--- config.mk ---
export PLATFORM = sky130hd
export DESIGN_NAME = seg_scan_scheduler
export DESIGN_NICKNAME = d
export VERILOG_FILES = /design/src/rtl/seg_scan_scheduler.sv
export SDC_FILE = /design/constraint.sdc
export NUM_CORES = 1
export LEC_CHECK = 0
export CAP_MARGIN = 40
export CORE_ASPECT_RATIO = 1.4
export CORE_MARGIN = 4
export CORE_UTILIZATION = 40
export DETAILED_ROUTE_END_ITERATION = 16
export RECOVER_POWER = 100
export SLEW_MARGIN = 20
export SYNTH_ARGS = -nofsm -noshare
export SYNTH_HDL_FRONTEND = slang
export SYNTH_SLANG_ARGS = --single-unit
--- constraint.sdc ---
create_clock -name s_clk -period 6.68 [get_ports s_clk]
set_input_delay 2.004 -clock s_clk [delete_from_list [all_inputs] [get_ports s_clk]]
set_output_delay 2.004 -clock s_clk [all_outputs]
set_load 0.01 [all_outputs]
--- src/rtl/seg_scan_scheduler.sv ---
// Multiplexed 7-segment refresh scheduler for a 16-bit 74HC595 chain.
// Holds a digit buffer, builds one {segments, select} frame per digit,
// offers it over valid/ready and dwells before moving to the next digit.
module seg_scan_scheduler #(
  parameter int unsigned DIGITS       = 8,
  parameter int unsigned DWELL_CYCLES = 1000
) (
  input  logic        s_clk,
  input  logic        s_reset,
  input  logic        digit_we,
  input  logic [2:0]  digit_addr,
  input  logic [4:0]  digit_code,
  input  logic        digit_dp,
  input  logic        display_en,
  output logic [15:0] frame_data,
  output logic        frame_valid,
  input  logic        frame_ready,
  output logic [2:0]  scan_idx,
  output logic        busy
);

  localparam int unsigned MAX_DIGITS = 8;
  localparam int unsigned CNT_W      = (DWELL_CYCLES > 1) ? $clog2(DWELL_CYCLES) : 1;
  localparam logic [CNT_W-1:0] LAST_CNT = CNT_W'(DWELL_CYCLES - 1);
  localparam logic [2:0]       LAST_IDX = 3'(DIGITS - 1);
  localparam logic [4:0]       BLANK_CODE = 5'h10;
  localparam logic [15:0]      ALL_OFF    = 16'hFFFF;

  typedef enum logic [2:0] {
    IDLE  = 3'd0,
    LOAD  = 3'd1,
    SEND  = 3'd2,
    DWELL = 3'd3,
    BLANK = 3'd4
  } state_t;

  state_t           state;
  logic [CNT_W-1:0] dwell_cnt;
  logic [4:0]       code_q [MAX_DIGITS];
  logic             dp_q   [MAX_DIGITS];

  logic             addr_ok_c;
  logic [7:0]       seg_c;
  logic [7:0]       sel_c;
  logic [2:0]       next_idx_c;

  // Active-low a..g pattern for a hex value (bit 0 = a).
  function automatic logic [6:0] glyph(input logic [3:0] v);
    logic [6:0] g;
    case (v)
      4'h0:    g = 7'h40;
      4'h1:    g = 7'h79;
      4'h2:    g = 7'h24;
      4'h3:    g = 7'h30;
      4'h4:    g = 7'h19;
      4'h5:    g = 7'h12;
      4'h6:    g = 7'h02;
      4'h7:    g = 7'h78;
      4'h8:    g = 7'h00;
      4'h9:    g = 7'h10;
      4'hA:    g = 7'h08;
      4'hB:    g = 7'h03;
      4'hC:    g = 7'h46;
      4'hD:    g = 7'h21;
      4'hE:    g = 7'h06;
      default: g = 7'h0E;
    endcase
    return g;
  endfunction

  // Frame contents for the digit currently addressed by scan_idx.
  always_comb begin
    addr_ok_c  = ({1'b0, digit_addr} < 4'(DIGITS));
    seg_c      = code_q[scan_idx][4] ? 8'hFF
                                     : {~dp_q[scan_idx], glyph(code_q[scan_idx][3:0])};
    sel_c      = ~(8'h01 << scan_idx);
    next_idx_c = (scan_idx == LAST_IDX) ? 3'd0 : scan_idx + 3'd1;
  end

  // Digit buffer: reset to blank, writes to out-of-range entries dropped.
  always_ff @(posedge s_clk) begin
    if (s_reset) begin
      for (int unsigned i = 0; i < MAX_DIGITS; i++) begin
        code_q[i] <= BLANK_CODE;
        dp_q[i]   <= 1'b0;
      end
    end else if (digit_we && addr_ok_c) begin
      code_q[digit_addr] <= digit_code;
      dp_q[digit_addr]   <= digit_dp;
    end
  end

  // Scan FSM with registered frame, handshake and status outputs.
  always_ff @(posedge s_clk) begin
    if (s_reset) begin
      state       <= IDLE;
      frame_data  <= ALL_OFF;
      frame_valid <= 1'b0;
      scan_idx    <= 3'd0;
      busy        <= 1'b0;
      dwell_cnt   <= '0;
    end else begin
      case (state)
        IDLE: begin
          frame_valid <= 1'b0;
          if (display_en) begin
            state <= LOAD;
            busy  <= 1'b1;
          end
        end
        LOAD: begin
          frame_data  <= {seg_c, sel_c};
          frame_valid <= 1'b1;
          state       <= SEND;
        end
        SEND: begin
          if (frame_ready) begin
            frame_valid <= 1'b0;
            dwell_cnt   <= '0;
            state       <= DWELL;
          end
        end
        DWELL: begin
          if (dwell_cnt == LAST_CNT) begin
            dwell_cnt <= '0;
            scan_idx  <= next_idx_c;
            if (display_en) begin
              state <= LOAD;
            end else begin
              frame_data  <= ALL_OFF;
              frame_valid <= 1'b1;
              state       <= BLANK;
            end
          end else begin
            dwell_cnt <= dwell_cnt + CNT_W'(1);
          end
        end
        BLANK: begin
          if (frame_ready) begin
            frame_valid <= 1'b0;
            scan_idx    <= 3'd0;
            busy        <= 1'b0;
            state       <= IDLE;
          end
        end
        default: begin
          state       <= IDLE;
          frame_valid <= 1'b0;
          busy        <= 1'b0;
        end
      endcase
    end
  end

endmodule

## Word-level counts from Yosys, hierarchy flattened

Memories as Yosys holds them, arrays and structs flattened. A register that Yosys moved wholly into a read port is not among the register bits.
Index checks and enable logic that the tools add are counted.

- Register bits: 34
- RAM bits: 48
- ROM bits: 112
- Input port bits: 14
- Output and inout bits: 21
- Logic and storage cells: 78
- Memories kept: 3

Memory list:

| name | words | width | rd ports | clocked after Yosys merged registers in | wr ports | line | RTL |
|---|---|---|---|---|---|---|---|
| (name not given) | 16 | 7 | 1 | 0 | 0 | 50 | `case (v)` |
| code_q | 8 | 5 | 1 | 1 | 8 | 39 | `logic [4:0] code_q [MAX_DIGITS];` |
| dp_q | 8 | 1 | 1 | 1 | 8 | 40 | `logic dp_q [MAX_DIGITS];` |

- Add/sub/neg operators: 2
- Eq/ne operators: 12
- Shifts and indexed selects: 1
- Mux-type cells: 37
- Bitwise gates (word level): 3
- Reductions and logical operators: 14

Operators by type and width:

| kind | count |
|---|---|
| $mux 3 | 13 |
| $mux 16 | 2 |
| $pmux 16 s2 | 1 |
| $mux 10 | 2 |
| $pmux 10 s2 | 1 |
| $pmux 3 s5 | 1 |
| $mux 1 | 12 |
| $reduce_and 3->1 | 4 |
| $add 10x1->10 const B | 1 |
| $eq 10x10->1 const B | 1 |
| $ne 2x2->1 const B | 5 |
| $mux 8 | 1 |
| $not 8->8 | 1 |
| $shl 1x3->8 const A | 1 |
| $eq 3x2->1 const B | 2 |
| $eq 3x3->1 const B | 2 |
| $pmux 1 s3 | 2 |
| $pmux 3 s2 | 1 |
| $reduce_bool 2->1 | 3 |
| $mux 5 | 1 |
| $reduce_or 5->1 | 1 |
| $reduce_and 4->1 | 1 |
| $add 3x1->3 const B | 1 |
| $eq 3x1->1 const B | 1 |
| 7 further kinds | 8 |

## Logic depth before layout (Yosys ltp)

- Word-level depth: 6
- Depth in mapped cells: 9
- Gate-level depth less buffers: 8

## Worst setup path before layout

OpenSTA, ideal clock, no wires.

- Kind: input port to flip-flop
- From: in digit_addr[1]
- To: mem code_q[0][0], enable pin
- Library setup time: 0.304 ns
- Arrival: 3.153 ns
- Required time: 6.376 ns
- Slack: 3.223 ns
- Stages: 4
- Path buffers: 1
- Cells stage by stage: or3b_2 > clkbuf_1 > nor3_1 > or2_2

RTL lines:

| what | line | RTL |
|---|---|---|
| start, declared | 11 | `input logic [2:0] digit_addr,` |
| end, declared | 39 |  |

==> flow_metrics.tcl <==
set metrics [dict create \
    status "complete, no violations" \
    worstPathMaxFanout 23 \
    gr-total-overflow 0 \
    synth_xor_area_frac 0 \
    power_frac_seq 0.485 \
    rows 44 \
    crit_chain "dlygate4sd3_1 > clkbuf_1 > nor3_1 > nand2_1 > or4_1 > o221a_2" \
    synth-edff-count 48 \
    fin_nets 429 \
    postRouteAntennaNets 0 \
    skew_ns 0.00771 \
    numPortBuffers 34 \
    path_class "input port to register" \
    postSynthCellCount 369 \
    p_int_w 0.000958 \
    crit_path_max_incr_delay_ns 0.77 \
    synthAdderAreaFrac 0.0387 \
    setup-violations-final 0 \
    fin_crit_sh 0.635 \
    insertion_delay_ns 0.33 \
    grt_pass1_wl_mm 14.7 \
    register_area_mm2 0.00218 \
    design.die.area_mm2 0.0122 \
    die_w_um 94.7 \
    final-max-slew-violation-count 0 \
    clock-sinks 85 \
    min_path_type "register to register" \
    synth_top_family_by_area "simple AND/OR/NAND/NOR gates" \
    area_growth_pct 17.9 \
    synthArstFlopShare 0 \
    via_count 2823 \
    vdd_ir_drop_max_mv 0.157 \
    cts_buffers 9 \
    post-dp-hpwl_mm 6.66 \
    power_density_mw_per_mm2 248 \
    synth_area_leader_cell "edfxtp_1" \
    drcViolationCount 0 \
    ys_types 50 \
    share_comb_of_total_power 0.099 \
    p_switching_w 0.000273 \
    required_ns 6.91 \
    syn_nets 396 \
    power_leakage_nw 1.71 \
    wirelength_mm 8.98 \
    rsz0062_at_grt "no" \
    clk_pin_slew_ns 0.06 \
    synth-compound-area-share 0.0815 \
    synth_top_area_share 0.343 \
    setup_slack_ns 2.44 \
    fill_cells 995 \
    max_slew.worst_pin.slew_ns 0.939 \
    grt_max_degree 24 \
    fin_setup_tns_ns 0 \
    grt_usage 0.160 \
    slew_headroom 0.374 \
    post_cts_buffers 0 \
    clk_path_buf_depth 2 \
    drive_gt1_frac 0.0690 \
    io_pins 35 \
    reg2regPathDepth 6 \
    yosysWarnings 0 \
    cp_slowest_cell "dlygate4sd3_1" \
    die_h_um 129 \
    synthMuxAreaShare 0.119 \
    cts_resized 0 \
    maxCapViolations 0 \
    pwr-share-clk 0.416 \
    hold_viol 0 \
    viasPerCell 5.19 \
    ctsHoldBuffers 0 \
    synth_area_mm2 0.00421 \
    synthSimpleGateAreaFrac 0.216 \
    ys_dominant_reg_cell "edfxtp_1" \
    gp_congestion 0.785 \
    crit_arrival_ns 4.47 \
    core_area_mm2 0.0103 \
    cp-end-kind "register" \
    grt_pass1_vias 2914 \
    multi_input_area_mm2 0.00191 \
    diodes 0 \
    layout_min_cycle_time_ns 4.24 \
    cp-start-kind "input port" \
    ys_seq_area_frac 0.519 \
    initial_core_util 0.406 \
    min_path_cells 2 \
    syn_area_per_cell_um2 11.4 \
    synth-seq-cells 85 \
    fmax_ghz 0.236 \
    swShare 0.222 \
    place_ws_ns 2.26 \
    first_iter_violations 104 \
    routedWlPerCell_um 16.5 \
    root_buffer "clkbuf_16" \
    tritoncts "done" \
    ys_top_cells_by_area "edfxtp_1 34%, dfxtp_1 18%, and2_1 6.1%" \
    firstDrtPassIters 4 \
    htreeDepth 3 \
    grt_antenna_before_repair 0 \
]
-- synth_stat cells, drive strengths merged (2+ instances only) --
cell type,n
clkbuf,9
buf,5
dfxtp,37
mux4,12
nand3b,3
mux2i,17
or3,8
mux2,2
a21oi,20
or3b,2
and3,3
nand2b,16
inv,10
edfxtp,48
nor3,10
nor2,27
a2bb2oi,2
nor2b,4
ha,13
o21ai,10
nand4,3
a31oi,4
a311oi,2
or4,2
o32a,4
nand3,7
or2,9
and2,42
nand2,21
nor3b,4
-- power groups by stage --
stage	sequential, W	clock, W	combinational (W)
5_1_grt	0.000600	0.000546	0.000135
2_1_floorplan	0.000599	0	0.0000865
3_3_place_gp	0.000609	0	0.000126
6_report	0.000597	0.000512	0.000122
3_5_place_dp	0.000609	0	0.000127
4_1_cts	0.000598	0.000523	0.000127
-- metrics by stage --
| step | cell area [um2] | std cells | utilization | total power, W | hold WS (ns) |
|---|---|---|---|---|---|
| after floorplan | 4210 | 369 | - | 0.000686 | 0.451 |
| after global placement | 4660 | 529 | 0.450 | 0.000735 | 0.465 |
| after detailed placement | 4660 | 529 | 0.450 | 0.000736 | 0.467 |
| after CTS | 4970 | 544 | 0.480 | 0.00125 | 0.484 |
| after global routing | 4960 | 544 | 0.479 | 0.00128 | 0.508 |
| final | 4960 | 544 | 0.479 | 0.00123 | 0.471 |
-- path summary, 6_finish.rpt --
| path | start | end | slack [ns] |
|---|---|---|---|
| setup reg to reg | register | frame_data[8] | 3.72 |
| hold / removal | frame_data[3] | frame_data[3] | 0.47 |
| setup / recovery | s_reset | frame_data[8] | 2.44 |
| hold reg to reg | frame_data[3] | frame_data[3] | 0.47 |
-- cell type report --
class                           count  area share
Inverter                           10     0.00757
Multi-Input combinational cell    260       0.385
Sequential cell                    85       0.440
Tap cell                          138      0.0348
Clock inverter                      5      0.0154
Timing Repair Buffer               36      0.0709
Clock buffer                       10      0.0462
-- critical path, delay by kind of cell --
family          cells  cell delay, ns
compound gates      1            0.13
simple gates        3            1.06
buf+inv             2            1.25
-- cell usage in the layout (no fill, tap or decap), types with 13 or more instances in the layout --
cell / synthesis / routed
ha_1: 13 / 13
a21oi_1: 20 / 20
dlygate4sd3_1: 0 / 24
mux2i_1: 16 / 16
nand2_1: 19 / 21
nand2b_1: 16 / 16
nor2_1: 27 / 27
and2_0: 0 / 32
dfxtp_1: 37 / 37
edfxtp_1: 48 / 48
-- state kept, by name, summed over array words and instances, names as in the netlist, named ones only --
register,flops
busy,1
dp_q,8
frame_data,16
code_q,40
state,3
dwell_cnt,10
frame_valid,1
scan_idx,3
-- routing by layer --
| layer | routed length [um] | up-vias | global-route usage |
|---|---|---|---|
| li1 | - | 1418 | - |
| met1 | 3780 | 1326 | 0.185 |
| met2 | 4640 | 62 | 0.277 |
| met3 | 291 | 17 | 0.0319 |
| met4 | 269 | 0 | 0.0824 |
| met5 | 0 | - | 0 |
-- cell families after synthesis --
family / after synthesis
fa+ha+maj: 13
buf+inv: 24
compound gates: 53
simple gates: 163
mux: 31
flops: 85
No activity file was read; power rests on OpenSTA's default activity.
